<file path="config.mk">
export PLATFORM = sky130hd
export DESIGN_NAME = gam_pattern_feeder
export DESIGN_NICKNAME = d
export VERILOG_FILES = /design/src/rtl/gam_pattern_feeder.sv
export SDC_FILE = /design/constraint.sdc
export NUM_CORES = 2
export LEC_CHECK = 0
export ABC_CLOCK_PERIOD_IN_PS = 9710
export CAP_MARGIN = 20
export CORE_ASPECT_RATIO = 1.4
export CORE_MARGIN = 3
export CORE_UTILIZATION = 45
export DETAILED_ROUTE_END_ITERATION = 7
export GPL_TIMING_DRIVEN = 0
export HOLD_SLACK_MARGIN = 0.1
export PLACE_DENSITY_LB_ADDON = 0.3
export SLEW_MARGIN = 20
export SYNTH_ARGS = -nofsm -noshare
export SYNTH_HDL_FRONTEND = slang
export SYNTH_SLANG_ARGS = --single-unit
export TNS_END_PERCENT = 20
</file>
<file path="constraint.sdc">
create_clock -name clk -period 9.71 [get_ports clk]
set_input_delay 2.4275 -clock clk [delete_from_list [all_inputs] [get_ports clk]]
set_output_delay 2.4275 -clock clk [all_outputs]
set_load 0.01 [all_outputs]
</file>
<file path="src/rtl/gam_pattern_feeder.sv">
// gam_pattern_feeder
// Stores a CLASS_COUNT x NODE_COUNT table of 128-bit training patterns and,
// on start, presents every valid entry on x for DWELL cycles each, in
// class-major/node-minor order, tagging it with its 1-based class number c.
//
// Optional feature: define GAM_FEEDER_RECALL_EN to add a recall replay after
// the learning pass. The replay counts entries whose recalling_pattern
// matches x on the last hold cycle.
//
// Ports:
//   clk, reset         clock, synchronous active-high reset
//   wr_en/wr_class/wr_node/wr_data
//                      pattern-table write, accepted only when idle
//   start              one-cycle request to begin a pass, accepted only when idle
//   recalling_pattern  (recall build only) pattern returned by recall logic
//   match_count        (recall build only) number of recall matches this pass
//   x, c               presented pattern and its class number (1-based)
//   learning_done      0 while learning patterns are being presented
//   learning_recall    phase indicator, 0 = LEARNING, 1 = RECALL
//   busy               high whenever the feeder is not idle
//   done               one-cycle pulse at the end of a pass
module gam_pattern_feeder #(
    parameter int unsigned CLASS_COUNT = 4,
    parameter int unsigned NODE_COUNT  = 5,
    parameter int unsigned DWELL       = 10
) (
    input  logic                           clk,
    input  logic                           reset,
    input  logic                           wr_en,
    input  logic [$clog2(CLASS_COUNT)-1:0] wr_class,
    input  logic [$clog2(NODE_COUNT)-1:0]  wr_node,
    input  logic [127:0]                   wr_data,
    input  logic                           start,
`ifdef GAM_FEEDER_RECALL_EN
    input  logic [127:0]                   recalling_pattern,
    output logic [15:0]                    match_count,
`endif
    output logic [127:0]                   x,
    output logic [31:0]                    c,
    output logic                           learning_done,
    output logic                           learning_recall,
    output logic                           busy,
    output logic                           done
);

    localparam int unsigned CW      = $clog2(CLASS_COUNT);
    localparam int unsigned NW      = $clog2(NODE_COUNT);
    localparam int unsigned ENTRIES = CLASS_COUNT * NODE_COUNT;
    localparam int unsigned IW      = $clog2(ENTRIES);
    localparam int unsigned VW      = 128;
    localparam int unsigned DW      = 8;

    localparam logic LEARNING = 1'b0;
`ifdef GAM_FEEDER_RECALL_EN
    localparam logic RECALL   = 1'b1;
`endif

    typedef enum logic [2:0] {
        IDLE   = 3'd0,
        FETCH  = 3'd1,
        HOLD   = 3'd2,
        FINISH = 3'd3
`ifdef GAM_FEEDER_RECALL_EN
        ,
        RFETCH = 3'd4,
        RHOLD  = 3'd5
`endif
    } state_t;

    state_t          state_q, state_d;
    logic [CW-1:0]   cls_q, cls_d;
    logic [NW-1:0]   node_q, node_d;
    logic [DW-1:0]   cnt_q, cnt_d;
    logic [VW-1:0]   x_q, x_d;
    logic [31:0]     c_q, c_d;
    logic            ld_q, ld_d;
    logic            lr_q, lr_d;
    logic            busy_q, busy_d;
    logic            done_q, done_d;
`ifdef GAM_FEEDER_RECALL_EN
    logic [15:0]     mc_q, mc_d;
`endif

    logic [VW-1:0]      mem [ENTRIES];
    logic [ENTRIES-1:0] valid_q;

    logic [IW-1:0]   rd_idx;
    logic [IW-1:0]   wr_idx;
    logic            wr_ok;
    logic            last_entry;
    logic            hold_last;
    logic [CW-1:0]   cls_adv;
    logic [NW-1:0]   node_adv;

    // Table addressing and scan-pointer arithmetic
    always_comb begin
        rd_idx     = IW'(32'(cls_q) * NODE_COUNT + 32'(node_q));
        wr_idx     = IW'(32'(wr_class) * NODE_COUNT + 32'(wr_node));
        wr_ok      = wr_en && (state_q == IDLE) &&
                     (32'(wr_class) < CLASS_COUNT) && (32'(wr_node) < NODE_COUNT);
        last_entry = (cls_q == CW'(CLASS_COUNT - 1)) && (node_q == NW'(NODE_COUNT - 1));
        hold_last  = (cnt_q == DW'(DWELL - 1));
        if (node_q == NW'(NODE_COUNT - 1)) begin
            node_adv = '0;
            cls_adv  = cls_q + CW'(1);
        end else begin
            node_adv = node_q + NW'(1);
            cls_adv  = cls_q;
        end
    end

    // Pattern table; valid bits are cleared by reset, data is not
    always_ff @(posedge clk) begin
        if (reset) begin
            valid_q <= '0;
        end else if (wr_ok) begin
            valid_q[wr_idx] <= 1'b1;
        end
    end

    always_ff @(posedge clk) begin
        if (!reset && wr_ok) begin
            mem[wr_idx] <= wr_data;
        end
    end

    // Next-state and next-output logic
    always_comb begin
        state_d = state_q;
        cls_d   = cls_q;
        node_d  = node_q;
        cnt_d   = cnt_q;
        x_d     = x_q;
        c_d     = c_q;
        ld_d    = ld_q;
        lr_d    = lr_q;
`ifdef GAM_FEEDER_RECALL_EN
        mc_d    = mc_q;
`endif
        case (state_q)
            IDLE: begin
                lr_d = LEARNING;
                if (start) begin
                    state_d = FETCH;
                    cls_d   = '0;
                    node_d  = '0;
`ifdef GAM_FEEDER_RECALL_EN
                    mc_d    = '0;
`endif
                end
            end
            FETCH: begin
                if (valid_q[rd_idx]) begin
                    x_d     = mem[rd_idx];
                    c_d     = 32'(cls_q) + 32'd1;
                    ld_d    = 1'b0;
                    cnt_d   = '0;
                    state_d = HOLD;
                end else if (last_entry) begin
`ifdef GAM_FEEDER_RECALL_EN
                    state_d = RFETCH;
                    cls_d   = '0;
                    node_d  = '0;
                    lr_d    = RECALL;
`else
                    state_d = FINISH;
`endif
                    ld_d    = 1'b1;
                end else begin
                    cls_d   = cls_adv;
                    node_d  = node_adv;
                end
            end
            HOLD: begin
                if (hold_last) begin
                    if (last_entry) begin
`ifdef GAM_FEEDER_RECALL_EN
                        state_d = RFETCH;
                        cls_d   = '0;
                        node_d  = '0;
                        lr_d    = RECALL;
`else
                        state_d = FINISH;
`endif
                        ld_d    = 1'b1;
                    end else begin
                        state_d = FETCH;
                        cls_d   = cls_adv;
                        node_d  = node_adv;
                    end
                end else begin
                    cnt_d = cnt_q + DW'(1);
                end
            end
`ifdef GAM_FEEDER_RECALL_EN
            RFETCH: begin
                if (valid_q[rd_idx]) begin
                    x_d     = mem[rd_idx];
                    c_d     = 32'(cls_q) + 32'd1;
                    cnt_d   = '0;
                    state_d = RHOLD;
                end else if (last_entry) begin
                    state_d = FINISH;
                end else begin
                    cls_d   = cls_adv;
                    node_d  = node_adv;
                end
            end
            RHOLD: begin
                if (hold_last) begin
                    // Recall result is judged on the final cycle of the dwell
                    if (recalling_pattern == x_q) begin
                        mc_d = mc_q + 16'd1;
                    end
                    if (last_entry) begin
                        state_d = FINISH;
                    end else begin
                        state_d = RFETCH;
                        cls_d   = cls_adv;
                        node_d  = node_adv;
                    end
                end else begin
                    cnt_d = cnt_q + DW'(1);
                end
            end
`endif
            FINISH: begin
                state_d = IDLE;
                ld_d    = 1'b1;
                lr_d    = LEARNING;
            end
            default: begin
                state_d = IDLE;
            end
        endcase
        busy_d = (state_d != IDLE);
        done_d = (state_d == FINISH);
    end

    // State and registered outputs
    always_ff @(posedge clk) begin
        if (reset) begin
            state_q <= IDLE;
            cls_q   <= '0;
            node_q  <= '0;
            cnt_q   <= '0;
            x_q     <= '0;
            c_q     <= '0;
            ld_q    <= 1'b1;
            lr_q    <= LEARNING;
            busy_q  <= 1'b0;
            done_q  <= 1'b0;
`ifdef GAM_FEEDER_RECALL_EN
            mc_q    <= '0;
`endif
        end else begin
            state_q <= state_d;
            cls_q   <= cls_d;
            node_q  <= node_d;
            cnt_q   <= cnt_d;
            x_q     <= x_d;
            c_q     <= c_d;
            ld_q    <= ld_d;
            lr_q    <= lr_d;
            busy_q  <= busy_d;
            done_q  <= done_d;
`ifdef GAM_FEEDER_RECALL_EN
            mc_q    <= mc_d;
`endif
        end
    end

    assign x               = x_q;
    assign c               = c_q;
    assign learning_done   = ld_q;
    assign learning_recall = lr_q;
    assign busy            = busy_q;
    assign done            = done_q;
`ifdef GAM_FEEDER_RECALL_EN
    assign match_count     = mc_q;
`endif

endmodule

</file>
==> impl_metrics.toml <==
[finish]
nets = 5957
drive_above_1_share = 0.224
finalNonFillerCells = 9059
syn_to_final_growth_pct = 19.0
fillerInstances = 17600

[drt]
drt-initial-drc-count = 6220
ant_nets = 0
drt-total-wl_um = 265000
drc = 0
vias_per_cell = 5.83
drt-pass1-iter-count = 6
post_drt_wl_per_cell_um = 29.3
vias = 52800

[synthesis]
ys.flop_type = "edfxtp_1"
synthDistinctLibCells = 53
async_flop_share = 0
seq_area_frac_synth = 0.780
yosys-top-cells-count = "2560 x edfxtp_1, 642 x mux4_2, 529 x nand2_1"
yosysTopAreaCell = "edfxtp_1"
yosysWarnings = 0
yosysTopAreaCellShare = 0.747
synth_edf_count = 2560
yosysMostFrequentCell = "edfxtp_1"
netlist_instances = 5055
syn_avg_cell_area_um2 = 20.4
synth_area_leaders = "edfxtp_1 75%, mux4_2 14%, dfxtp_1 3.3%"
synth_seq_cells = 2730
syn_area_mm2 = 0.103

[clock_tree]
htreeDepth = 5
clockBufferDepth = 4
clock_sinks = 2730
clkTransAtPathRegs_ns = 0.06
cts_tree = "done"
cts_setup_buffers = 0
clk_latency_ns = 0.82
cts_root_buf = "clkbuf_16"
ctsHoldBuffers = 0
ctsResizeCount = 0
numCtsBuffers = 268

[floorplanning]
io_pins = 301
fp-row-count = 207
die_x_um = 410
start_util = 0.453
dieHeight_um = 572
core_mm2 = 0.227
dieArea_mm2 = 0.235

[setup_path]
worstPathRequired_ns = 10.21
crit_path_start_kind = "input pin"
worst_setup_path_end_kind = "flop"
worst-path-max-fanout = 18
cp.arrival_ns = 5.99
crit_type = "in2reg"

[timing]
worst_pin_slew_ns = 1.13
skew_ns = 0.0439
finalHoldViolations = 0
setup_violations = 0
drv_slew = 0
min_period_ns = 5.49
period_share = 0.566
setup_ws_ns = 4.22
rsz0062_at_grt = "false"
slew_headroom = 0.240
fmax_ghz = 0.182

[hold_path]
hold_class = "reg2reg"

[status]
status = "completed"

[power]
power.density_mw_per_mm2 = 193
ir_drop_uv = 120
leakage_uw = 0.0382

[placed_design]
place.gp.congestion = 0.781
hpwl_um = 177000
pre_cts_ws_ns = 3.42
place_inst = 8559
io_buffers = 269

[grt]
grt_usage = 0.225
grt_pass1_vias = 54300
grt_overflow = 0
antenna_found_initial = 50
grt_max_degree = 23
grt_pass1_wl_um = 382000

[job]
cap_violations = 0
where the power goes:
| part | leakage [µW] | switching [µW] | internal (µW) | total [µW] |
|---|---|---|---|---|
| clock | 0.00427 | 4300 | 6040 | 10300 |
| combinational | 0.00955 | 295 | 149 | 444 |
| sequential | 0.0244 | 10.8 | 12900 | 12900 |
sequential cells by signal, summed over array words and instances (netlist names):
| register | flops |
|---|---|
| state_q | 3 |
| done | 1 |
| busy | 1 |
| cls_q | 2 |
| node_q | 3 |
| mem | 2560 |
| learning_done | 1 |
| valid_q | 20 |
| cnt_q | 8 |
| c | 3 |
| x | 128 |
cell families after synthesis:
kind of cell	Yosys count	synth area share
adder cells (fa/ha/maj)	19	0.00245
buffers and inverters	331	0.0139
XOR/XNOR	8	0.000680
AO/OA/AOI/OAI	704	0.0385
multiplexers	651	0.141
other	1	0.0000364
flip-flops	2730	0.780
AND/OR/NAND/NOR	611	0.0235
stage by stage:
step           hold WS (ns)  setup TNS [ns]   util  instance area (µm²)  power, µW
6_report              0.454               0  0.539               123000      23700
5_1_grt               0.471               0  0.539               123000      24400
4_1_cts               0.451               0  0.539               122000      23900
3_5_place_dp          0.436               0  0.500               114000      13600
3_3_place_gp          0.427               -  0.482               110000      13600
2_1_floorplan         0.421           -8.03      -               103000      13300
layer usage:
layer	GRT usage	vias to the layer above	share of wire
met1	0.292	27700	0.38
li1	-	22100	-
met2	0.370	2344	0.49
met5	0	-	0.0011
met3	0.0590	514	0.092
met4	0.0773	44	0.033
cells in the final DEF (no fill, tap or decap), types with 17 or more instances in the layout:
| cell type | Yosys | routed |
|---|---|---|
| o21ai_0 | 118 | 118 |
| buf_16 | 0 | 71 |
| clkinv_2 | 0 | 42 |
| mux4_2 | 642 | 642 |
| edfxtp_1 | 2560 | 2560 |
| diode_2 | 0 | 23 |
| clkbuf_2 | 0 | 21 |
| dfxtp_1 | 170 | 170 |
| clkbuf_1 | 181 | 209 |
| a21o_1 | 25 | 25 |
| a21oi_1 | 396 | 396 |
| buf_12 | 0 | 103 |
| a211oi_1 | 130 | 130 |
| buf_2 | 59 | 60 |
| buf_4 | 30 | 30 |
| clkbuf_8 | 0 | 26 |
| bufinv_16 | 0 | 21 |
| conb_1 | 1 | 31 |
| nand2_1 | 529 | 529 |
| ha_1 | 17 | 17 |
| nor2_4 | 0 | 20 |
| clkinv_1 | 1 | 39 |
| buf_1 | 52 | 49 |
| clkbuf_16 | 0 | 280 |
| clkdlybuf4s50_1 | 0 | 269 |
worst max-delay path, cell delays in order:
cell,delay [ns]
clkdlybuf4s50_1,0.46
ha_1,0.31
ha_1,0.16
inv_1,0.06
fa_1,0.46
xnor2_1,0.21
nand3_1,0.40
nor2_4,0.73
buf_12,0.27
buf_12,0.21
buf_12,0.21
final timing paths:
check | startpoint | end | slack, ns | depth (start not counted)
setup / recovery | wr_class[1] | mem[9][59] | 4.22 | 11
setup reg to reg | cls_q[1] | x[98] | 4.65 | 10
hold reg to reg | valid_q[0] | valid_q[0] | 0.45 | 1
hold / removal | valid_q[0] | valid_q[0] | 0.45 | 1
area by class of cell:
cell class	instances	area, µm²	share of cell area
Timing Repair Buffer	446	6750	0.0550
Clock inverter	122	1160	0.00949
Inverter	8	30.0	0.000245
Multi-Input combinational cell	2024	21500	0.176
Tap cell	3030	3790	0.0309
Buffer	323	1430	0.0117
Antenna cell	23	57.6	0.000470
Sequential cell	2730	80300	0.655
Clock buffer	353	7540	0.0615
Power figures use the tool's default switching activity.
